File: config.mk
export PLATFORM = sky130hd
export DESIGN_NAME = fetch_stage_flat
export DESIGN_NICKNAME = d
export VERILOG_FILES = /design/src/rtl/core_pkg.sv /design/src/rtl/fetch_stage_if.sv /design/src/rtl/if_id_reg.sv /design/src/rtl/fetch_stage.sv /design/src/flat_wrapper.sv
export SDC_FILE = /design/constraint.sdc
export NUM_CORES = 1
export LEC_CHECK = 0
export CAP_MARGIN = 20
export CORE_MARGIN = 2
export CORE_UTILIZATION = 50
export CTS_CLUSTER_SIZE = 25
export DETAILED_ROUTE_END_ITERATION = 10
export MAX_ROUTING_LAYER = met4
export PLACE_DENSITY = 0.95
export SLEW_MARGIN = 20
export SYNTH_ARGS = -nofsm -noshare
export SYNTH_HDL_FRONTEND = slang
export SYNTH_HIERARCHICAL = 1
export SYNTH_SLANG_ARGS = --single-unit
export TNS_END_PERCENT = 1
File: constraint.sdc
create_clock -name clk -period 5.3 [get_ports clk]
set_input_delay 1.59 -clock clk [delete_from_list [all_inputs] [get_ports clk]]
set_output_delay 1.59 -clock clk [all_outputs]
set_load 0.02 [all_outputs]
File: src/rtl/core_pkg.sv
// Shared RV32I core types and constants: the IF/ID pipeline word, the bubble
// encoding and the reset fetch address.
package core_pkg;

    localparam logic [31:0] NOP_INSTR        = 32'h0000_0013;
    localparam logic [31:0] RESET_PC_DEFAULT = 32'h0000_0000;

    typedef struct packed {
        logic [31:0] instr;
        logic [31:0] pc;
        logic [31:0] pc_plus4;
        logic        valid;
    } if_id_t;

    localparam if_id_t IF_ID_BUBBLE = '{
        instr:    NOP_INSTR,
        pc:       32'h0,
        pc_plus4: 32'h0,
        valid:    1'b0
    };

    function automatic logic [31:0] word_align(input logic [31:0] addr);
        return {addr[31:2], 2'b00};
    endfunction

endpackage

File: src/rtl/fetch_stage_if.sv
// Signal bundle between the fetch stage and its neighbours: hazard unit, EX
// redirect, instruction ROM and the decode-facing IF/ID register.
interface fetch_stage_if;

    logic        stall;
    logic        redirect_valid;
    logic [31:0] redirect_target;
    logic [31:0] instr_f;
    logic [31:0] pc_f;
    logic [31:0] instr_d;
    logic [31:0] pc_d;
    logic [31:0] pc_plus4_d;
    logic        valid_d;
    logic        misalign_err;
    logic [31:0] fetch_count;

    modport master (
        input  stall, redirect_valid, redirect_target, instr_f,
        output pc_f, instr_d, pc_d, pc_plus4_d, valid_d, misalign_err, fetch_count
    );

    modport slave (
        output stall, redirect_valid, redirect_target, instr_f,
        input  pc_f, instr_d, pc_d, pc_plus4_d, valid_d, misalign_err, fetch_count
    );

endinterface

File: src/rtl/if_id_reg.sv
// Generic pipeline register: flush loads the bubble and beats enable; en=0
// holds. Reused for ID/EX with a different payload type.
module if_id_reg
    import core_pkg::*;
#(
    parameter type T         = if_id_t,
    parameter T    RESET_VAL = IF_ID_BUBBLE
) (
    input  logic clk,
    input  logic rst,
    input  logic en,
    input  logic flush,
    input  T     d,
    output T     q
);

    // NOTE: sequential state uses non-blocking assignments so every register
    // samples pre-edge values regardless of block evaluation order.
    always_ff @(posedge clk) begin
        if (rst || flush) begin
            q <= RESET_VAL;
        end else if (en) begin
            q <= d;
        end
    end

endmodule

File: src/rtl/fetch_stage.sv
// RV32I instruction-fetch stage: owns the PC, feeds the ROM and fills IF/ID,
// with redirect taking precedence over stall.
module fetch_stage
    import core_pkg::*;
#(
    parameter logic [31:0] RESET_PC  = RESET_PC_DEFAULT,
    parameter logic [31:0] NOP_INSTR = core_pkg::NOP_INSTR
) (
    input  logic          clk,
    input  logic          rst,
    fetch_stage_if.master bus
);

    localparam if_id_t BUBBLE = '{
        instr:    NOP_INSTR,
        pc:       32'h0,
        pc_plus4: 32'h0,
        valid:    1'b0
    };

    logic [31:0] pc;
    logic [31:0] pc_plus4;
    logic        misalign;
    logic [31:0] count;
    if_id_t      if_id_d;
    if_id_t      if_id_q;

    assign pc_plus4 = pc + 32'd4;
    assign if_id_d  = '{instr: bus.instr_f, pc: pc, pc_plus4: pc_plus4, valid: 1'b1};

    always_ff @(posedge clk) begin
        if (rst) begin
            pc       <= RESET_PC;
            misalign <= 1'b0;
            count    <= 32'h0;
        end else if (bus.redirect_valid) begin
            // Low bits are dropped so the ROM only ever sees aligned addresses.
            pc <= word_align(bus.redirect_target);
            if (bus.redirect_target[1:0] != 2'b00) begin
                misalign <= 1'b1;
            end
        end else if (!bus.stall) begin
            pc    <= pc_plus4;
            count <= count + 32'd1;
        end
    end

    if_id_reg #(
        .T         (if_id_t),
        .RESET_VAL (BUBBLE)
    ) u_if_id (
        .clk   (clk),
        .rst   (rst),
        .en    (!bus.stall),
        .flush (bus.redirect_valid),
        .d     (if_id_d),
        .q     (if_id_q)
    );

    assign bus.pc_f         = pc;
    assign bus.instr_d      = if_id_q.instr;
    assign bus.pc_d         = if_id_q.pc;
    assign bus.pc_plus4_d   = if_id_q.pc_plus4;
    assign bus.valid_d      = if_id_q.valid;
    assign bus.misalign_err = misalign;
    assign bus.fetch_count  = count;

endmodule
File: src/flat_wrapper.sv
// flat-port wrapper written by rule: the top's interface ports become plain ports
module fetch_stage_flat import core_pkg::*;
#(
    parameter logic [31:0] RESET_PC  = RESET_PC_DEFAULT,
    parameter logic [31:0] NOP_INSTR = core_pkg::NOP_INSTR
)
  (clk, rst, bus_stall, bus_redirect_valid, bus_redirect_target, bus_instr_f, bus_pc_f, bus_instr_d, bus_pc_d, bus_pc_plus4_d, bus_valid_d, bus_misalign_err, bus_fetch_count);
  fetch_stage_if bus_i ();
  input  logic clk;
  input  logic rst;
  input wire logic [$bits(bus_i.stall)-1:0] bus_stall;
  input wire logic [$bits(bus_i.redirect_valid)-1:0] bus_redirect_valid;
  input wire logic [$bits(bus_i.redirect_target)-1:0] bus_redirect_target;
  input wire logic [$bits(bus_i.instr_f)-1:0] bus_instr_f;
  output wire logic [$bits(bus_i.pc_f)-1:0] bus_pc_f;
  output wire logic [$bits(bus_i.instr_d)-1:0] bus_instr_d;
  output wire logic [$bits(bus_i.pc_d)-1:0] bus_pc_d;
  output wire logic [$bits(bus_i.pc_plus4_d)-1:0] bus_pc_plus4_d;
  output wire logic [$bits(bus_i.valid_d)-1:0] bus_valid_d;
  output wire logic [$bits(bus_i.misalign_err)-1:0] bus_misalign_err;
  output wire logic [$bits(bus_i.fetch_count)-1:0] bus_fetch_count;
  assign bus_i.stall = bus_stall;
  assign bus_i.redirect_valid = bus_redirect_valid;
  assign bus_i.redirect_target = bus_redirect_target;
  assign bus_i.instr_f = bus_instr_f;
  assign bus_pc_f = bus_i.pc_f;
  assign bus_instr_d = bus_i.instr_d;
  assign bus_pc_d = bus_i.pc_d;
  assign bus_pc_plus4_d = bus_i.pc_plus4_d;
  assign bus_valid_d = bus_i.valid_d;
  assign bus_misalign_err = bus_i.misalign_err;
  assign bus_fetch_count = bus_i.fetch_count;
  fetch_stage #(.RESET_PC(RESET_PC), .NOP_INSTR(NOP_INSTR)) u_core (.clk(clk), .rst(rst), .bus(bus_i));
endmodule
# --- Word level (Yosys, flattened, before mapping) ---
# Index checks and enable logic that the tools add are counted.
classes:
  n_addsub: 2
  eq_ne: 1
  mux: 2
  bitwise_logic: 2
  n_reduce_logical: 5
ops:
  columns: ["op", "count"]
  rows:
  - ["$mux W32", 2]
  - ["$add A32 B1 Y32 const B", 1]
  - ["$add A32 B3 Y32 const B", 1]
  - ["$reduce_and A2 Y1", 2]
  - ["$ne A2 B1 Y1 const B", 1]
  - ["$not A1 Y1", 2]
  - ["$reduce_bool A2 Y1", 1]
  - ["$reduce_or A2 Y1", 1]
  - ["$logic_or A1 B1 Y1", 1]
totals:
  regBits: 162
  input_bits: 68

# --- Longest topological paths before layout ---
# Gate-level depths: netlist (run 1).
logic_depth:
  word_depth: 3
  mapped_depth: 8

# --- By module ---
# Netlist (run 1), hierarchy kept.
by_module_without_submodules:
  columns: ["module", "n_inst", "cells_each", "area_each_um2"]
  rows:
  - ["fetch_stage", 1, 477, 3781.1]
  - ["if_id_reg", 1, 315, 3487.1]

# --- Least setup slack after synthesis (run 1) ---
# Ideal clock, no wire load.
synth_timing:
  path_kind: "input to register"
  startpoint: "in bus_redirect_valid"
  endpoint: "reg u_core.count[18], in the netlist u_core/bus.fetch_count[18]"
  arrival_time_ns: 3.466
  slack_ns: 1.764
  path_stages: 7
  n_path_buf: 3
  cell_sequence: "buf_6 > or3b_1 > buf_2 > or4_4 > buf_6 > or4_1 > a21oi_1"
synth_between:
  elab_chain_len: 2
synth_rtl:
  columns: ["element", "line_no", "source"]
  rows:
  - ["from (decl)", "flat_wrapper.sv:12", "input wire logic [$bits(bus_i.redirect_valid)-1:0] bus_redirect_valid;"]
  - ["$not A1 Y1 (no line)", null, null]
  - ["$reduce_and A2 Y1 (no line)", null, null]
  - ["to (signal assigned)", "fetch_stage.sv:44", "count <= count + 32'd1;"]
  - ["to (decl)", "fetch_stage.sv:24", "logic [31:0] count;"]
# Every way passes these cells.
# A chain may end at the register's enable or synchronous reset.

# --- Worst setup path in the final report (run 1) ---
# Same ends and word-level chain as after synthesis.

==> impl_metrics.yaml, run 1 <==
timing:
  max_slew_margin: 0.247
  fin_crit_ns: 3.77
  fmax_mhz: 265
  fin_skew_ns: 0.0114
  period_share: 0.711
  setup_tns_ns: 0
  slew_violations: 0
  tightest_slew_ns: 1.13
  setup_viol: 0
  hold_violations: 0
  grt_setup_unrepaired: "no"
yosys:
  ys_seq_area_frac: 0.441
  synth_edf_count: 0
  syn-cell-area_mm2: 0.00727
  synth_seq_cells: 160
  avgSynthCellArea_um2: 9.18
  async_flop_share: 0
  synth_flop_cell: "dfxtp_1"
  synth_warnings: 6
  ys_types: 46
  netlist_instances: 792
clock_tree:
  htree_levels: 4
  clk_latency_ns: 0.43
  cts_setup_buffers: 0
  cts_sinks: 160
  cts_hold_buf: 0
  tritoncts: "built"
  clk_pin_slew_ns: 0.06
  clockBufferDepth: 2
  clockRootBuffer: "clkbuf_16"
  numCtsBuffers: 17
  cts_resized: 0
min_path:
  hold_end: "u_core/bus.misalign_err"
  hp-class: "reg -> reg"
  holdPathStages: 2
  min_from: "u_core/bus.misalign_err"
die:
  ios: 230
  die_area_mm2: 0.0155
  num_rows: 44
  core_mm2: 0.0144
  die_w_um: 125
  start_util: 0.506
  die_height_um: 125
grt:
  grt-ovfl-total: 0
  grt_pass1_wl_mm: 34.4
  grt_max_degree: 95
  grt_pass1_vias: 6537
  antenna_found_initial: 0
  grt_usage: 0.280
place:
  portBuffers: 227
  hpwl_mm: 14.5
  gp_congestion: 0.885
drt:
  route.met2.wl_mm: 10.4
  topRoutingLayerUsed: "met4"
  wl_met3_mm: 1.47
  m1WireLength_mm: 8.76
  via_count: 6787
  viasPerCell: 5.72
  first_pass_iters: 5
  drt-total-wl_mm: 21.4
  ant_nets: 0
  wl_per_cell_um: 18.0
  drcViolationCount: 0
  drt_iter0_drc: 572
job:
  cap_violations: 0
power_and_ir_drop:
  powerDensity_mw_per_mm2: 292
  switchingPower_uw: 707
  p_int_uw: 2270
  ir_worst_vdd_mv: 0.243
  p_sw_frac: 0.238
  power.leakage_uw: 0.00373
  power_frac_comb: 0.114
  p_seq_frac: 0.435
  clkPwrFrac: 0.452
layout:
  syn_to_final_growth_pct: 40.0
  multi_input_area_mm2: 0.00370
  fillers: 1030
  layout_common_cells: "clkdlybuf4s50_1 (226), dfxtp_1 (160), nor2_1 (130), mux2i_1 (98), nand2_1 (36)"
  drive_gt1_frac: 0.0558
  antenna_cells: 0
  fin_util: 0.708
  final_common_cell: "clkdlybuf4s50_1"
  seq_area_mm2: 0.00320
  final_nets: 1061
setup_path:
  slowest_delay_ns: 0.67
  cp.arrival_ns: 4.12
  cpMaxStageDelayCell: "or4_4"
  crit_required_ns: 5.65
  path_class: "in -> reg"
  reg2reg_from: "u_core/bus.pc_f[2]"
  end_kind: "register"
  r2r-end: "u_core/u_if_id/q[25]"
  rrSetupSlack_ns: 2.59
  start_kind: "input port"
  path_max_fanout: 20
  r2r_cells: 7
  crit_chain: "clkdlybuf4s50_1, or3b_1, or4_4, or4_1, a21oi_1"
run_status:
  outcome: "finished clean"
cell type report:
| type | count | share of cell area |
|---|---|---|
| multi-input cells | 560 | 0.364 |
| flip-flops and latches | 160 | 0.315 |
| repair buffers | 235 | 0.229 |
| clock buffers | 21 | 0.0453 |
| well taps | 184 | 0.0226 |
| clock inverters | 10 | 0.0181 |
| inverters | 17 | 0.00677 |
routing by layer:
layer	vias up	GRT usage
met5	-	-
met4	0	0.114
met3	64	0.0674
met2	317	0.457
met1	3208	0.334
li1	3198	-
state kept, by name, indices dropped and copies added (netlist names):
name / count
u_core/bus.fetch_count: 32
u_core/bus.misalign_err: 1
u_core/u_if_id/q: 97
u_core/bus.pc_f: 30
power groups by stage:
stage | combinational (uW) | clock [uW] | sequential, uW
after global routing | 359 | 1410 | 1300
after CTS | 338 | 1360 | 1290
final | 338 | 1340 | 1290
after floorplan | 154 | 0 | 1340
after detailed placement | 334 | 0 | 1320
after global placement | 326 | 0 | 1310
synthesized netlist by cell type, drive strengths merged (2+ instances only):
| master | number | area (um2) |
|---|---|---|
| nand3 | 23 | 115 |
| a311oi | 16 | 140 |
| nor2b | 6 | 37.5 |
| or3b | 2 | 17.5 |
| o21ai | 13 | 65.1 |
| and2 | 2 | 12.5 |
| ha | 2 | 25.0 |
| buf | 28 | 225 |
| nor2 | 140 | 551 |
| dfxtp | 160 | 3200 |
| or3 | 9 | 56.3 |
| and3 | 7 | 43.8 |
| nand4 | 22 | 138 |
| and4 | 13 | 114 |
| xor2 | 14 | 123 |
| nand4b | 3 | 26.3 |
| nor3 | 12 | 60.1 |
| a21oi | 25 | 125 |
| xnor2 | 34 | 298 |
| mux2i | 98 | 981 |
| a211oi | 11 | 82.6 |
| clkbuf | 32 | 120 |
| or4 | 19 | 146 |
| nor4 | 9 | 56.3 |
| nand2 | 36 | 135 |
| nand2b | 2 | 12.5 |
| o31ai | 18 | 135 |
| a2111oi | 7 | 61.3 |
| conb | 2 | 7.51 |
| inv | 17 | 63.8 |
through the flow:
step	hold slack (ns)	setup slack (ns)	std cells	instance area, um2	total power [uW]
6_report	0.472	1.53	1187	10200	2970
2_1_floorplan	0.522	1.76	797	7290	1500
5_1_grt	0.473	1.54	1187	10200	3070
3_3_place_gp	0.435	1.23	1156	9520	1640
3_5_place_dp	0.457	1.19	1156	9520	1650
4_1_cts	0.475	1.61	1187	10200	2990
kinds of logic (layout without fill, tap and decap cells):
| logic type | count (synthesis) | count (layout) | share of synthesized area |
|---|---|---|---|
| simple gates | 310 | 310 | 0.216 |
| buf+inv | 77 | 283 | 0.0563 |
| other cells | 2 | 7 | 0.00103 |
| compound gates | 95 | 95 | 0.0902 |
| mux | 98 | 98 | 0.135 |
| flops | 160 | 160 | 0.441 |
| fa+ha+maj | 2 | 2 | 0.00344 |
| xor+xnor | 48 | 48 | 0.0578 |
critical path, delay by kind of cell:
family                 cells  cell delay (ns)
and+or+nand+nor            3             1.79
buffers and inverters      1             0.58
AOI/OAI and AO/OA          1             0.16
worst max path at each step:
stage | slack, ns | from | end | cells past startpoint
2_1_floorplan | 1.76 | bus_redirect_valid | u_core/bus.fetch_count[18] | 7
3_3_place_gp | 1.23 | bus_redirect_valid | u_core/bus.fetch_count[18] | 5
3_5_place_dp | 1.19 | bus_redirect_valid | u_core/bus.fetch_count[18] | 5
4_1_cts | 1.61 | bus_redirect_valid | u_core/bus.fetch_count[18] | 5
5_1_grt | 1.54 | bus_redirect_valid | u_core/bus.fetch_count[31] | 5
6_report | 1.53 | bus_redirect_valid | u_core/bus.fetch_count[18] | 5
Note: power is estimated with default switching activity, not from simulation.
==> inputs of run 2 (changes only) <==
Settings changed: CORE_UTILIZATION 50 to 42, PLACE_DENSITY 0.95 to 0.87.
Clock period 5.3 ns to 3.1 ns, I/O delays scaled along.
==> run 2 against run 1 <==
Effect of this change: non-clock buffer count increased by 26; die area rose by 18%; clock skew about the same; hold slack about the same; via count grew 0.40%; combinational power up 80%; sequential power rose by 71%; sequential cell count did not move; critical path type unchanged; worst setup slack worse by 1.4 ns; count of clock-buffer cells in the layout decreased by 4; global-route usage down 4.6 points.
==> impl_metrics.yaml, run 2 (synthesis gave the netlist of run 1 again) <==
power_and_ir_drop:
  powerDensity_mw_per_mm2: 477
  p_seq_frac: 0.443
  power.leakage_uw: 0.00384
  clkPwrFrac: 0.435
  power_frac_comb: 0.122
  switchingPower_uw: 1260
  p_sw_frac: 0.254
  ir_worst_vdd_mv: 0.364
  p_int_uw: 3700
drt:
  ant_nets: 0
  drcViolationCount: 0
  via_count: 6814
  drt-total-wl_mm: 21.4
  viasPerCell: 5.43
  first_pass_iters: 5
  wl_per_cell_um: 17.1
  drt_iter0_drc: 401
setup_path:
  path_max_fanout: 16
  cpMaxStageDelayCell: "or4_4"
  end_kind: "register"
  path_class: "in -> reg"
  crit_required_ns: 3.45
  start_kind: "input port"
  critPathTopFamily: "simple AND/OR/NAND/NOR gates"
  cp.arrival_ns: 3.29
  cp_num_buf_inv: 1
  crit_chain: "clkdlybuf4s50_1, or3b_1, or4_4, or4_1, a21oi_1"
  slowest_delay_ns: 0.65
timing:
  setup_tns_ns: 0
  fmax_mhz: 340
  grt_setup_unrepaired: "no"
  tightest_slew_ns: 0.758
  slew_violations: 0
  fin_skew_ns: 0.0112
  setup_viol: 0
  fin_crit_ns: 2.94
  hold_violations: 0
  max_slew_margin: 0.493
  period_share: 0.948
min_path:
  hp-class: "reg -> reg"
clock_tree:
  cts_setup_buffers: 0
  numCtsBuffers: 17
  cts_hold_buf: 0
  cts_sinks: 160
  clockBufferDepth: 2
  tritoncts: "built"
  cts_resized: 0
  clockRootBuffer: "clkbuf_16"
  htree_levels: 4
  clk_latency_ns: 0.43
  clk_pin_slew_ns: 0.07
place:
  hpwl_mm: 15.4
  gp_congestion: 0.913
  portBuffers: 227
layout:
  syn_to_final_growth_pct: 43.2
  max_flop_register: "u_core/u_if_id/q"
  final_nets: 1087
  final_common_cell: "clkdlybuf4s50_1"
  drive_gt1_frac: 0.0825
  antenna_cells: 0
  largest_register_ffs: 97
  fin_util: 0.608
  layout_common_cells: "clkdlybuf4s50_1 (226), dfxtp_1 (160), nor2_1 (130), mux2i_1 (98), nand2_1 (36)"
die:
  die_w_um: 136
  start_util: 0.425
  ios: 230
  die_area_mm2: 0.0184
  die_height_um: 136
  num_rows: 48
  core_mm2: 0.0171
grt:
  grt_pass1_vias: 6488
  antenna_found_initial: 0
  grt_pass1_wl_mm: 33.3
  grt-ovfl-total: 0
  grt_usage: 0.235
  grt_max_degree: 41
job:
  cap_violations: 0
run_status:
  outcome: "finished clean"
-- run 2: cell count changes in the layout (fill, tap and decap cells not counted), sizes merged --
| cell | before | now |
|---|---|---|
| buf | 9 | 35 |
| bufinv | 5 | 3 |
| clkbuf | 21 | 17 |
| clkinv | 3 | 5 |
| clkinvlp | 2 | 1 |
| inv | 17 | 23 |
-- run 2: layer usage --
metal	GRT usage	up-vias	share of wire
met1	0.287	3265	0.43
met2	0.369	242	0.48
met5	-	-	0
met3	0.0520	51	0.062
li1	-	3256	-
met4	0.110	0	0.036
-- run 2: worst paths after layout --
path,startpoint,end,slack (ns),cells after the start
worst max-delay path,bus_redirect_valid,u_core/bus.fetch_count[20],0.16,5
worst max register to register,u_core/bus.fetch_count[0],u_core/bus.fetch_count[20],0.67,5
worst min register to register,u_core/bus.misalign_err,u_core/bus.misalign_err,0.47,2
worst min-delay path,u_core/bus.misalign_err,u_core/bus.misalign_err,0.47,2
-- run 2: stage by stage --
step	power [uW]	std cells	setup slack (ns)	hold slack, ns	cell area, um2
floorplan	2560	797	0.224	0.522	7290
global placement	2830	1223	-0.149	0.441	9800
detailed placement	2850	1223	-0.208	0.457	9800
CTS	5000	1255	0.214	0.476	10400
global route	5120	1255	0.153	0.494	10400
finish	4960	1255	0.161	0.471	10400
-- run 2: power by group through the flow --
stage                     logic, uW  registers (uW)  clock network (uW)
after global routing            647            2210                2270
after detailed placement        605            2240                   0
after global placement          594            2240                   0
final                           608            2200                2160
after CTS                       609            2200                2200
after floorplan                 263            2300                   0
-- run 2: worst register-to-register path, delay by kind of cell, from the launching register on --
family / cells / cell delay [ns]
AND/OR/NAND/NOR: 3 / 1.59
flip-flops: 1 / 0.41
adder cells (fa/ha/maj): 1 / 0.22
AO/OA/AOI/OAI: 1 / 0.15
-- run 2: layout make-up --
class	count	area [um2]
well taps	225	282
clock inverters	15	179
flip-flops and latches	160	3200
repair buffers	261	2560
fillers	1425	6710
multi-input cells	560	3690
clock buffers	17	425
inverters	17	68.8
==> inputs of run 3 (changes only) <==
Settings changed: CAP_MARGIN 20 to unset, CORE_UTILIZATION 42 to 37, PLACE_DENSITY 0.87 to 0.8.
==> run 3 against run 2 <==
Effect of this change: via count decreased by 3.0%; cell area increased by 0.19%; clock skew decreased by 0.0025 ns; maximum frequency increased by 0.26%; sequential cell count unchanged; sequential share of layout area decreased by 0.059 points; global-route usage decreased by 2.4 points; sequential power about the same; cell count increased by 2.9%; critical path type unchanged; largest power group unchanged.
==> impl_metrics.yaml, run 3 (synthesis gave the netlist of run 1 again) <==
grt:
  use_met3: 0.0387
  grtUsageMet1: 0.264
  top_usage_layer: "met2"
  antenna_found_initial: 0
  grt_usage: 0.211
  grt_use_met2: 0.341
  grt-ovfl-total: 0
  grt_pass1_wl_mm: 33.4
  grt_max_degree: 45
  grt_pass1_vias: 6249
drt:
  drt-total-wl_mm: 21.6
  wl_per_cell_um: 16.7
  via_count: 6607
  drt_iter0_drc: 414
  viasPerCell: 5.11
  first_pass_iters: 5
  ant_nets: 0
  drcViolationCount: 0
setup_path:
  cp.arrival_ns: 3.28
  end_kind: "register"
  crit_required_ns: 3.45
  path_class: "in -> reg"
  path_max_fanout: 15
  cpMaxStageDelayCell: "or4_4"
  critPathTopFamily: "simple AND/OR/NAND/NOR gates"
  crit_chain: "clkdlybuf4s50_1, or3b_1, or4_4, or4_1, a21oi_1"
  start_kind: "input port"
  cp_num_buf_inv: 1
  slowest_delay_ns: 0.64
  rrSetupSlack_ns: 0.73
timing:
  period_share: 0.946
  fmax_mhz: 341
  fin_crit_ns: 2.93
  setup_tns_ns: 0
  fin_skew_ns: 0.00871
  tightest_slew_ns: 0.659
  grt_setup_unrepaired: "no"
  slew_violations: 0
  setup_viol: 0
  hold_violations: 0
  max_slew_margin: 0.559
place:
  portBuffers: 227
  gp_congestion: 0.865
  hpwl_mm: 15.3
power_and_ir_drop:
  p_int_uw: 3710
  powerDensity_mw_per_mm2: 471
  finalPower_uw: 4920
  ir_worst_vdd_mv: 0.339
  p_seq_frac: 0.448
  power.leakage_uw: 0.00381
  switchingPower_uw: 1210
  power_frac_comb: 0.123
  p_sw_frac: 0.245
  clkPwrFrac: 0.430
layout:
  max_flop_register: "u_core/u_if_id/q"
  largest_register_ffs: 97
  drive_gt1_frac: 0.0759
  antenna_cells: 0
  layout_common_cells: "clkdlybuf4s50_1 (226), dfxtp_1 (160), nor2_1 (130), mux2i_1 (98), nand2_1 (36)"
  syn_to_final_growth_pct: 43.5
  final_common_cell: "clkdlybuf4s50_1"
  final_nets: 1085
clock_tree:
  cts_hold_buf: 0
  cts_setup_buffers: 0
  numCtsBuffers: 17
  cts_resized: 0
  htree_levels: 4
  cts_sinks: 160
  clockBufferDepth: 2
  clockRootBuffer: "clkbuf_16"
  tritoncts: "built"
  clk_latency_ns: 0.43
  clk_pin_slew_ns: 0.06
die:
  start_util: 0.375
  core_mm2: 0.0194
  ios: 230
  die_w_um: 144
  die_area_mm2: 0.0208
  die_height_um: 144
  num_rows: 51
job:
  cap_violations: 0
run_status:
  outcome: "finished clean"
min_path:
  hp-class: "reg -> reg"
run 3: power groups by stage:
stage / Sequential [uW] / Combinational [uW] / Clock, uW
floorplan: 2300 / 263 / 0
global placement: 2240 / 595 / 0
detailed placement: 2240 / 603 / 0
CTS: 2200 / 607 / 2150
global route: 2210 / 648 / 2250
finish: 2200 / 604 / 2110
run 3: routing by layer:
layer	vias to the layer above	wire length [um]
met3	37	1150
met2	210	10400
met1	3105	9450
li1	3255	-
met5	-	0
met4	0	559
run 3: layout make-up:
cell class              instances  area, um2
inverters                      17       68.8
clock inverters                 9        135
flip-flops and latches        160       3200
well taps                     265        332
fillers                      1790       8970
clock buffers                  22        454
multi-input cells             560       3690
repair buffers                259       2540
run 3: final timing paths:
check                             from                          to  depth (start not counted)
max                 bus_redirect_valid  u_core/bus.fetch_count[20]                          5
min            u_core/bus.misalign_err     u_core/bus.misalign_err                          2
max reg2reg  u_core/bus.fetch_count[0]  u_core/bus.fetch_count[20]                          5
min reg2reg    u_core/bus.misalign_err     u_core/bus.misalign_err                          2
run 3: worst register-to-register path: stages, from the launching register on:
cell and delay [ns]:
dfxtp_1 0.39, ha_1 0.20, or3b_1 0.38, or4_4 0.64, or4_1 0.54, a21oi_1 0.16
run 3: stage by stage:
| step | worst slack, ns | util | cells | hold slack (ns) | instance area, um2 |
|---|---|---|---|---|---|
| floorplan | 0.224 | - | 797 | 0.522 | 7290 |
| global placement | -0.188 | 0.507 | 1261 | 0.453 | 9840 |
| detailed placement | -0.226 | 0.507 | 1261 | 0.454 | 9840 |
| CTS | 0.197 | 0.538 | 1292 | 0.467 | 10400 |
| global route | 0.126 | 0.538 | 1292 | 0.491 | 10400 |
| finish | 0.168 | 0.538 | 1292 | 0.465 | 10400 |
